$ cat src/rtl/memory_dump_sequencer.sv
`default_nettype none
// ============================================================================
//  Module   : memory_dump_sequencer
//  Brief    : Streams the written data-memory region (8-byte header of
//             start address and word count, then the words little-endian)
//             over a valid/ready byte interface for the debug link.
//  Revision : 1.0 - initial release
// ============================================================================
module memory_dump_sequencer #(
  parameter int DMEM_WORDS = 256
) (
  input  logic        clk,
  input  logic        global_flush_i,
  input  logic        start_i,
  input  logic [31:0] min_addr_i,
  input  logic [31:0] max_addr_i,
  output logic        mem_re_o,
  output logic [31:0] mem_addr_o,
  input  logic [31:0] mem_rdata_i,
  output logic [7:0]  tx_data_o,
  output logic        tx_valid_o,
  input  logic        tx_ready_i,
  output logic        busy_o,
  output logic        done_o
);

  // Byte address of the last word in data memory.
  localparam logic [31:0] c_last_addr = 32'(DMEM_WORDS * 4 - 4);

  typedef enum logic [2:0] {
    S_IDLE    = 3'd0,
    S_LATCH   = 3'd1,
    S_HDR     = 3'd2,
    S_RD_REQ  = 3'd3,
    S_RD_WAIT = 3'd4,
    S_SEND    = 3'd5,
    S_DONE    = 3'd6
  } state_t;

  state_t      r_state;
  state_t      w_next;

  logic [31:0] r_min;
  logic [31:0] r_max;
  logic [31:0] r_addr;       // holds the start address during the header
  logic [31:0] r_remaining;  // holds the word count during the header
  logic [31:0] r_word;
  logic [2:0]  r_idx;        // byte index within header (0..7) or word (0..3)

  logic [31:0] w_start;
  logic [31:0] w_max_al;
  logic [31:0] w_end;
  logic        w_empty;
  logic [31:0] w_count;
  logic [63:0] w_hdr;

  // Dump range derived from the sampled tracker pair; end is clamped to memory.
  always_comb begin
    w_start  = {r_min[31:2], 2'b00};
    w_max_al = {r_max[31:2], 2'b00};
    w_end    = (w_max_al > c_last_addr) ? c_last_addr : w_max_al;
    w_empty  = (r_min > r_max) || (w_start > c_last_addr);
    w_count  = ((w_end - w_start) >> 2) + 32'd1;
    w_hdr    = {r_remaining, r_addr};
  end

  // State register; flush wins over everything, including a same-cycle start.
  always_ff @(posedge clk) begin
    if (global_flush_i) begin
      r_state <= S_IDLE;
    end else begin
      r_state <= w_next;
    end
  end

  // Next-state and outputs; outputs depend only on state and registers so
  // tx_valid_o never follows tx_ready_i combinationally.
  always_comb begin
    w_next     = r_state;
    mem_re_o   = 1'b0;
    mem_addr_o = 32'd0;
    tx_valid_o = 1'b0;
    tx_data_o  = 8'd0;
    busy_o     = (r_state != S_IDLE);
    done_o     = 1'b0;
    case (r_state)
      S_IDLE: begin
        if (start_i) w_next = S_LATCH;
      end
      S_LATCH: begin
        w_next = S_HDR;
      end
      S_HDR: begin
        tx_valid_o = 1'b1;
        tx_data_o  = w_hdr[{r_idx, 3'b000} +: 8];
        if (tx_ready_i && (r_idx == 3'd7)) begin
          w_next = (r_remaining != 32'd0) ? S_RD_REQ : S_DONE;
        end
      end
      S_RD_REQ: begin
        mem_re_o   = 1'b1;
        mem_addr_o = r_addr;
        w_next     = S_RD_WAIT;
      end
      S_RD_WAIT: begin
        w_next = S_SEND;
      end
      S_SEND: begin
        tx_valid_o = 1'b1;
        tx_data_o  = r_word[{r_idx[1:0], 3'b000} +: 8];
        if (tx_ready_i && (r_idx[1:0] == 2'd3)) begin
          w_next = (r_remaining == 32'd1) ? S_DONE : S_RD_REQ;
        end
      end
      S_DONE: begin
        done_o = 1'b1;
        w_next = S_IDLE;
      end
      default: begin
        w_next = S_IDLE;
      end
    endcase
  end

  // Datapath: range capture, address/count bookkeeping and byte indexing.
  always_ff @(posedge clk) begin
    if (global_flush_i) begin
      r_min       <= 32'd0;
      r_max       <= 32'd0;
      r_addr      <= 32'd0;
      r_remaining <= 32'd0;
      r_word      <= 32'd0;
      r_idx       <= 3'd0;
    end else begin
      case (r_state)
        S_IDLE: begin
          if (start_i) begin
            r_min <= min_addr_i;
            r_max <= max_addr_i;
          end
        end
        S_LATCH: begin
          r_addr      <= w_empty ? 32'd0 : w_start;
          r_remaining <= w_empty ? 32'd0 : w_count;
          r_idx       <= 3'd0;
        end
        S_HDR: begin
          if (tx_ready_i) r_idx <= r_idx + 3'd1;
        end
        S_RD_WAIT: begin
          r_word <= mem_rdata_i;
          r_idx  <= 3'd0;
        end
        S_SEND: begin
          if (tx_ready_i) begin
            if (r_idx[1:0] == 2'd3) begin
              r_idx       <= 3'd0;
              r_addr      <= r_addr + 32'd4;
              r_remaining <= r_remaining - 32'd1;
            end else begin
              r_idx <= r_idx + 3'd1;
            end
          end
        end
        default: begin
        end
      endcase
    end
  end

endmodule
`default_nettype wire

$ cat config.mk
export PLATFORM = sky130hd
export DESIGN_NAME = memory_dump_sequencer
export DESIGN_NICKNAME = d
export VERILOG_FILES = /design/src/rtl/memory_dump_sequencer.sv
export SDC_FILE = /design/constraint.sdc
export NUM_CORES = 1
export LEC_CHECK = 0
export BUFFER_PORTS_ARGS = -buffer_cell sky130_fd_sc_hd__buf_2
export CAP_MARGIN = 20
export CORE_UTILIZATION = 48
export CTS_BUF_LIST = sky130_fd_sc_hd__clkbuf_4
export DETAILED_ROUTE_END_ITERATION = 6
export GPL_TIMING_DRIVEN = 0
export PLACE_DENSITY = 0.68
export SLEW_MARGIN = 20
export SYNTH_ARGS = -nofsm -noshare
export SYNTH_HDL_FRONTEND = slang
export SYNTH_SLANG_ARGS = --single-unit
$ cat constraint.sdc
create_clock -name clk -period 7 [get_ports clk]
set_input_delay 0.7 -clock clk [delete_from_list [all_inputs] [get_ports clk]]
set_output_delay 0.7 -clock clk [all_outputs]
set_load 0.005 [all_outputs]
==> reports/qor.yml, run 1 <==
wl_per_cell_um: 18.21
cp.required_ns: 7.45
h-tree-depth: 4
period_needed_ns: 5.599
internal-power_mw: 2.178
clockBufferDepth: 2
hold_class: "input port to flip-flop"
powerDensity_nw_per_um2: 315.1
drv_cap: 0
finalSetupViolations: 0
synth_fa_ha_area_share_pct: 7.660
ys_warn_count: 0
ys_seq_area_share_pct: 27.69
vias_per_cell: 5.848
vias: 12590
hpwl_mm: 30.76
grt_pass1_wl_mm: 61.82
die-area_um2: 25340
die_h_um: 159.2
syn_to_final_growth_pct: 13.08
start_kind: "flip-flop"
cts_resized: 0
path_class: "flip-flop to flip-flop"
violations: "design-rule violations"
synth-edff-count: 0
cp-end-kind: "flip-flop"
ant_nets: 0
wl_met2_mm: 18.66
core-area_um2: 24250
synthDistinctLibCells: 83
io_pins: 144
stdcell_count: 2152
gp_congestion: 0.9650
clock_sinks: 164
fin_skew_ns: 0.03026
rsz0062_at_grt: "no"
m1WireLength_mm: 16.42
grt_pass1_vias: 11660
drt_wl_total_mm: 39.18
register_area_um2: 3283
status: "finished, violations left"
synth_seq_cells: 164
fp.dieW_um: 159.2
comb_power_share_pct: 55.1
fmax_mhz: 178.6
p_switching_mw: 2.047
synth_xor_area_share_pct: 3.471
cts-root-buf: "clkbuf_4"
synthesis.area_um2: 11860
synth_top_family_by_area: "simple AND/OR/NAND/NOR gates"
drt_iter0_markers: 1237
ir_drop_v: 0.0001636
synth_mux_area_share_pct: 5.022
synth_compound_area_share_pct: 22.05
power_frac_clock_pct: 16.2
antenna_found_initial: 1
clock_latency_ns: 0.60
slew_viol_final: 0
fin_nets: 1986
tightest_slew_ns: 0.9821
crit_fanout: 9
clk_pin_slew_worst_paths_ns: 0.16
syn_avg_cell_area_um2: 7.275
post_synth_inst_count: 1630
dp_cells: 2119
grt_max_degree: 17
start_util_pct: 48.91
cts_setup_buffers: 0
row_count: 57
dr.pass1.iters: 7
fin_crit_sh_pct: 79.98
hold_viol: 0
fillers: 2498
seqPwrFrac_pct: 28.7
top_layer: "met4"
synth_ff_type: "dfxtp_1"
slew_headroom_pct: 34.53
cp.arrival_ns: 6.05
p_leak_nw: 5.159
drc: 2
portBuffers: 140
sw_frac_of_total_pct: 48.45
tritoncts: "yes"
cts_buffers: 17
async_flop_share_pct: 0
multi_input_area_um2: 7965
fin_tns_setup_ns: 0
holdBufCountCts: 0
track_usage_pct: 30.74
layout-drive-gt1-share_pct: 12.49
wl_met3_mm: 2.452
synthSimpleGateAreaFrac_pct: 28.09
overflow: 0
-- state kept, by name (all words and copies together), names as in the netlist --
register     flops
r_addr          30
r_remaining     32
r_max           32
r_idx            3
r_min           32
r_state          3
r_word          32
-- synthesized netlist by cell type (6+ instances only) --
cell,count,area share (%)
a21oi_1,190,8.0
a21o_1,25,1.6
a31oi_1,17,0.90
a22oi_1,6,0.38
o21a_1,8,0.51
a211oi_1,17,1.1
a221oi_1,9,0.66
or3_1,11,0.58
nand3_1,41,1.7
nor4_1,29,1.5
o22ai_1,9,0.47
nand4_1,26,1.4
mux4_2,22,4.2
nor2_1,109,3.5
buf_2,10,0.42
ha_1,71,7.5
and3_1,18,0.95
o21ai_0,92,3.9
mux2i_1,10,0.84
and2_1,48,2.5
clkbuf_1,76,2.4
inv_1,80,2.5
xnor2_1,26,1.9
nor3_1,55,2.3
buf_1,7,0.22
nand2b_1,6,0.32
o211ai_1,8,0.51
nand2_1,318,10
xor2_1,21,1.6
dfxtp_1,164,28
-- logic make-up after synthesis --
logic type      after synthesis
simple gates                705
compound gates              431
buf+inv                     178
flops                       164
fa+ha+maj                    72
xor+xnor                     47
mux                          32
other cells                   1
-- power groups by stage --
| stage | Combinational [mW] | Clock, mW | Sequential [mW] |
|---|---|---|---|
| final | 2.33 | 0.685 | 1.21 |
| after global routing | 2.57 | 0.731 | 1.23 |
| after CTS | 2.27 | 0.693 | 1.21 |
| after detailed placement | 2.26 | 0 | 1.23 |
| after global placement | 2.23 | 0 | 1.23 |
| after floorplan | 1.70 | 0 | 1.16 |
-- final cells by class --
type / count / share of cell area (%)
clock buffer: 17 / 0.9517
antenna: 2 / 0.03732
sequential: 164 / 24.48
timing repair buffer: 140 / 5.225
tap: 324 / 3.023
buffer: 98 / 3.060
multi-input combinational: 1313 / 59.40
inverter: 80 / 2.239
clock inverter: 14 / 1.586
-- cells in the final DEF (no fill, tap or decap), types with 28 or more instances in the layout --
cell,n
nor3_1,55
clkbuf_1,76
o21ai_0,92
nand2_1,318
inv_1,80
a21oi_1,190
and2_1,48
ha_1,71
nand3_1,41
buf_2,150
nor2_1,109
dfxtp_1,164
nor4_1,28
-- worst max-delay path: stages (launching register included) --
cell and delay [ns]:
dfxtp_1 0.35, nor4_1 0.44, nand4_1 0.17, nor4_2 0.53
and2_1 0.23, ha_1 0.16, inv_1 0.06, fa_1 0.40
a21o_1 0.24, a221o_1 0.32, buf_6 0.15, mux2i_1 0.12
or4_4 0.52, a2111oi_4 0.53, nand4b_2 0.22, nand4bb_1 0.36
o31a_1 0.30, o21ai_1 0.27, a211oi_2 0.11
-- layer usage --
| layer | vias to the layer above | track usage (%) |
|---|---|---|
| met3 | 111 | 4.116 |
| met5 | - | 0 |
| met1 | 5828 | 38.42 |
| met4 | 0 | 13.99 |
| li1 | 6134 | - |
| met2 | 512 | 52.61 |
-- worst paths after layout --
kind,end,from,slack (ns),cells after the start
min,r_max[20],max_addr_i[20],0.32,3
max reg2reg,r_remaining[25],r_max[26],1.40,18
min reg2reg,r_word[29],r_word[29],0.46,2
max,r_remaining[25],r_max[26],1.40,18
-- stage by stage --
stage               utilization (%)  hold slack, ns  worst slack, ns  total power, mW  cell area (µm²)
floorplan                         -          0.4331            2.124            2.865            11950
global placement              53.85          0.4399            1.153            3.456            13060
detailed placement            53.85          0.4463            1.108            3.488            13060
CTS                           55.26          0.2943            1.102            4.172            13400
global route                  55.30          0.2897            1.063            4.523            13410
finish                        55.30          0.3209            1.401            4.226            13410
(Power assumes the default switching activity.)
==> inputs of run 2 (changes only) <==
ABC_AREA = 1   (was not set)
clock period = 5.3 ns   (was 7 ns; I/O delays follow)
==> reports/qor.yml, run 2 <==
status: "complete, no violations"
fin_skew_ns: 0.03652  # +0.006260 ns
dp_cells: 2579  # +22%
vias: 14290  # +14%
ys_warn_count: 0  # unchanged
synth-edff-count: 0  # unchanged
synthDistinctLibCells: 51  # -39%
clock_latency_ns: 0.61  # about the same
gp_congestion: 1.027  # +6.4%
h-tree-depth: 4  # unchanged
synthTopCellsByArea: "dfxtp_1, nand2_1, o21ai_0"
layout-drive-gt1-share_pct: 11.82  # -0.67 points
p_leak_nw: 6.631  # +29%
grt_pass1_wl_mm: 66.09  # +6.9%
fin_tns_setup_ns: 0  # unchanged
ys_seq_area_share_pct: 25.80  # -1.9 points
row_count: 59  # +3.5%
reg2reg_slack_ns: 1.57  # +0.17 ns
start_kind: "flip-flop"
fmax_mhz: 268.1  # +50%
stdcell_count: 2612  # +21%
yosysMostFrequentCell: "nand2_1"
track_usage_pct: 31.42  # +0.68 points
hpwl_mm: 34.74  # +13%
fin_nets: 2435  # +23%
slew_headroom_pct: 47.35  # +13 points
clk_pin_slew_worst_paths_ns: 0.18  # +0.02 ns
crit_fanout: 5  # -4
rsz0062_at_grt: "no"
cts-root-buf: "clkbuf_4"
synth_seq_cells: 164  # unchanged
drt_wl_total_mm: 43.14  # +10%
holdWs_ns: 0.1270  # -0.1938 ns
yosys-top-cells-count: "nand2_1, inv_1, o21ai_0, nor2_1, a21oi_1"
fin_crit_sh_pct: 70.37  # -9.6 points
core-area_um2: 26060  # +7.5%
finalSetupViolations: 0  # unchanged
dr.pass1.iters: 6  # -1
clock_sinks: 164  # unchanged
cp.arrival_ns: 4.24  # -1.81 ns
clockBufferDepth: 2  # unchanged
final_common_cell: "nand2_1"
synth_top_cell_by_area: "dfxtp_1"
post_synth_inst_count: 2078  # +27%
cts_setup_buffers: 0  # unchanged
path_class: "flip-flop to flip-flop"
synthesis.area_um2: 12720  # +7.3%
grt_max_degree: 19  # +2
tritoncts: "yes"
vias_per_cell: 5.471  # -6.4%
ir_drop_v: 0.0001753  # +7.1%
holdBufCountCts: 0  # unchanged
slew_viol_final: 0  # unchanged
wl_per_cell_um: 16.51  # -9.3%
die_h_um: 164.8  # +3.5%
fp.dieW_um: 164.8  # +3.5%
cts_resized: 0  # unchanged
grt_pass1_vias: 12680  # +8.8%
io_pins: 144  # unchanged
cp.required_ns: 5.81  # -1.64 ns
tightest_slew_ns: 0.7897  # -0.1923 ns
antenna_found_initial: 1  # unchanged
cts_buffers: 17  # unchanged
drt_iter0_markers: 1462  # +18%
ant_nets: 0  # unchanged
hold_class: "input port to flip-flop"
syn_to_final_growth_pct: 12.02
drv_cap: 0  # unchanged
powerDensity_nw_per_um2: 345.5  # +9.6%
async_flop_share_pct: 0  # unchanged
yosysTopAreaCellShare_pct: 25.80  # -1.9 points
portBuffers: 141  # +0.71%
final_cell_mix: "nand2_1, inv_1, o21ai_0"
syn_avg_cell_area_um2: 6.123  # -16%
cp-end-kind: "flip-flop"
hold_viol: 0  # unchanged
period_needed_ns: 3.730  # -1.869 ns
stdcell_area_um2: 14250  # +6.3%
start_util_pct: 48.83  # -0.080 points
drc: 0  # -2
die-area_um2: 27160  # +7.2%
overflow: 0  # unchanged
placed_cell_area_um2: 13940  # +6.8%
synth_ff_type: "dfxtp_1"
## run 2: cell types whose count changed after synthesis, moves of 45 or more
cell / delta
and2_1: -45
inv_1: +218
nand2_1: +71
nand3_1: +80
nor2_1: +132
o21ai_0: +158
## run 2: cell families after synthesis
kind of cell	after synthesis	synth area share, %
flops	164	25.80
xor+xnor	10	0.6884
compound gates	525	21.93
other cells	1	0.02947
fa+ha+maj	72	7.139
buf+inv	390	11.67
simple gates	916	32.74
## run 2: final timing paths
check	start	endpoint	depth (start not counted)
worst max-delay path	r_max[21]	r_remaining[29]	22
worst min-delay path	mem_rdata_i[3]	r_word[3]	3
worst max register to register	r_max[21]	r_remaining[29]	22
worst min register to register	r_min[1]	r_min[1]	2
## run 2: metrics by stage
stage                     total power [mW]  setup WS [ns]  utilization, %
final                                4.924          1.570           54.69
after CTS                            4.847          1.612           54.68
after floorplan                      3.363          2.430               -
after detailed placement             4.015          1.731           53.50
after global routing                 5.289          1.248           54.69
after global placement               3.967          1.690           53.50
## run 2: layout make-up
class	instances	area, µm²
fillers	2717	11810
multi-input cells	1549	8049
diodes	1	2.502
plain buffers	83	332.8
repair buffers	141	705.7
well taps	335	419.2
clock inverters	15	180.2
flip-flops and latches	164	3283
inverters	307	1152
clock buffers	17	127.6
## run 2: worst max-delay path, stage by stage, from the launching register on
cell	delay, ns
dfxtp_1	0.34
inv_1	0.11
nand4_1	0.11
nor2_1	0.20
nand3_1	0.17
nor2_1	0.16
ha_1	0.18
inv_1	0.11
fa_1	0.46
nand3_1	0.17
nand2_2	0.13
nand3_1	0.14
nand3_2	0.12
nand2_1	0.08
nand2_1	0.13
nor2_2	0.21
nand2_2	0.11
nor2_4	0.17
nand2_2	0.12
nor2_1	0.12
nand3_1	0.08
nand3_1	0.14
a21oi_1	0.08
## run 2: layer usage
metal / up-vias / GRT usage, % / part of all wire [%]
met3: 94 / 4.018 / 5.6
li1: 7206 / - / -
met1: 6485 / 38.51 / 42
met5: - / 0 / 0
met4: 0 / 12.34 / 3.8
met2: 505 / 55.40 / 49
## run 2: where the power goes
group / leakage, nW / switching (mW) / total (mW) / internal [mW]
Combinational: 5.12 / 1.66 / 2.44 / 0.780
Sequential: 1.35 / 0.214 / 1.64 / 1.43
Clock: 0.167 / 0.580 / 0.844 / 0.265
==> inputs of run 3 (changes only) <==
clock period = 3.6 ns   (was 5.3 ns; I/O delays follow)
==> reports/qor.yml, run 3 (synthesis results as in run 2) <==
place_ws_ns: 0.03123  # -1.700 ns
hold_viol: 0  # unchanged
clock_sinks: 164  # unchanged
reg2regPathDepth: 20  # -9.1%
fp.dieW_um: 164.8  # unchanged
fin_crit_sh_pct: 94.62  # +24 points
ir_drop_v: 0.0002583  # +47%
total_power_mw: 7.407  # +50%
grt_pass1_wl_mm: 67.12  # +1.6%
reg2reg_from: "r_max[13]"
gp_congestion: 1.027  # unchanged
worst_slack_ns: 0.1936  # -1.377 ns
path_class: "flip-flop to flip-flop"
drc: 0  # unchanged
timing.rr.end: "r_remaining[30]"
startpoint: "r_max[13]"
holdWs_ns: 0.01147  # -0.1156 ns
rsz0062_at_grt: "yes"
tightest_slew_ns: 0.8134  # +0.02362 ns
row_count: 59  # unchanged
endpoint: "r_remaining[30]"
fin_nets: 2486  # +2.1%
period_needed_ns: 3.406  # -0.3233 ns
core-area_um2: 26060  # unchanged
reg2reg_slack_ns: 0.19  # -1.38 ns
hpwl_mm: 34.74  # unchanged
clk_pin_slew_worst_paths_ns: 0.19  # about the same
io_pins: 144  # unchanged
multi_input_area_um2: 8197  # +1.8%
overflow: 0  # unchanged
final_common_cell: "nand2_1"
ant_nets: 0  # unchanged
cp-end-kind: "flip-flop"
register_area_um2: 3284  # about the same
h-tree-depth: 4  # unchanged
fin_skew_ns: 0.03280  # -0.003721 ns
clockBufferDepth: 2  # unchanged
cp.required_ns: 4.15  # -1.66 ns
fillers: 2644  # -2.7%
grt_pass1_vias: 12930  # +2.0%
p_leak_nw: 6.863  # +3.5%
crit_fanout: 7  # +2
slew_viol_final: 0  # unchanged
layout-drive-gt1-share_pct: 14.48  # +2.7 points
drt_wl_total_mm: 44.31  # +2.7%
die_h_um: 164.8  # unchanged
drt_iter0_markers: 1575  # +7.7%
grt_max_degree: 19  # unchanged
status: "complete, no violations"
wl_per_cell_um: 16.64  # +0.75%
cts_buffers: 17  # unchanged
slew_headroom_pct: 45.78  # -1.6 points
die-area_um2: 27160  # unchanged
antenna_found_initial: 1  # unchanged
syn_to_final_growth_pct: 17.04
portBuffers: 141  # unchanged
cp.arrival_ns: 3.96  # -0.28 ns
tritoncts: "yes"
finalSetupViolations: 0  # unchanged
start_kind: "flip-flop"
powerDensity_nw_per_um2: 497.4  # +44%
clock_latency_ns: 0.62  # about the same
cts-root-buf: "clkbuf_4"
dr.pass1.iters: 6  # unchanged
drv_cap: 0  # unchanged
final_cell_mix: "nand2_1, inv_1, o21ai_0"
fmax_mhz: 293.6  # +9.5%
vias: 14630  # +2.3%
track_usage_pct: 31.87  # +0.45 points
vias_per_cell: 5.492  # +0.38%
start_util_pct: 48.83  # unchanged
hold_class: "input port to flip-flop"
-- run 3: changes by cell type in the layout (fill, tap and decap cells not counted), sizes merged --
| cell | previous run | this run |
|---|---|---|
| buf | 156 | 165 |
| dlygate4sd3 | 0 | 42 |
-- run 3: cell type report --
class,instances,area share (%)
Clock buffer,17,0.8570
Clock inverter,15,1.210
Inverter,307,7.755
Multi-Input combinational cell,1549,55.04
Tap cell,335,2.815
Timing Repair Buffer,192,8.015
Sequential cell,164,22.06
Antenna cell,1,0.01680
Buffer,83,2.235
-- run 3: where the power goes --
group	internal, mW	total (mW)	switching (mW)
combinational	1.23	3.73	2.51
sequential	2.10	2.42	0.322
clock	0.390	1.25	0.859
total	3.72	7.41	3.69
-- run 3: worst max-delay path, stage by stage, from the launching register on --
cell      delay [ns]
dfxtp_1         0.34
inv_1           0.10
nand4_1         0.13
nor3_2          0.14
nand3_2         0.14
nor2_2          0.15
ha_2            0.19
inv_2           0.07
fa_2            0.54
ha_1            0.14
inv_1           0.07
nor2_4          0.11
nand3_2         0.10
nor2_4          0.15
nand3_2         0.11
nor2_4          0.12
nand4_4         0.14
nor2_4          0.22
nand2_2         0.07
nand3b_1        0.17
a21oi_2         0.13
-- run 3: how the worst min path moves through the flow --
stage                        start    endpoint  slack (ns)  cells past startpoint
floorplan                 r_max[0]    r_max[0]        0.43                      2
global placement          r_max[0]    r_max[0]        0.44                      2
detailed placement        r_min[1]    r_min[1]        0.44                      2
CTS                 max_addr_i[24]   r_max[24]      0.0003                      3
global route        global_flush_i  r_addr[10]       0.008                      2
finish              max_addr_i[24]   r_max[24]        0.01                      3
-- run 3: what timing repair did --
item                                    in CTS  in global routing
setup buffers                                0                  9
pin swaps                                    1                 18
endpoints found under the setup margin       5                 19
hold buffers                                40                  2
gates resized for setup                      4                 61
hold endpoints to repair                    40                  2
-- run 3: metrics by stage --
stage / instance area, µm² / std cells / TNS (ns) / utilization (%)
after detailed placement: 13940 / 2579 / 0 / 53.50
after floorplan: 12820 / 2103 / 0 / -
after global placement: 13940 / 2579 / -0.009799 / 53.50
after global routing: 14890 / 2663 / -0.5711 / 57.15
after CTS: 14660 / 2651 / 0 / 56.27
final: 14890 / 2663 / 0 / 57.15
-- run 3: layer usage --
metal	GRT usage [%]	vias to the layer above	part of all wire, %
li1	-	7306	-
met2	56.42	555	49
met4	12.76	0	3.8
met3	4.043	106	5.7
met5	0	-	0
met1	38.80	6658	42
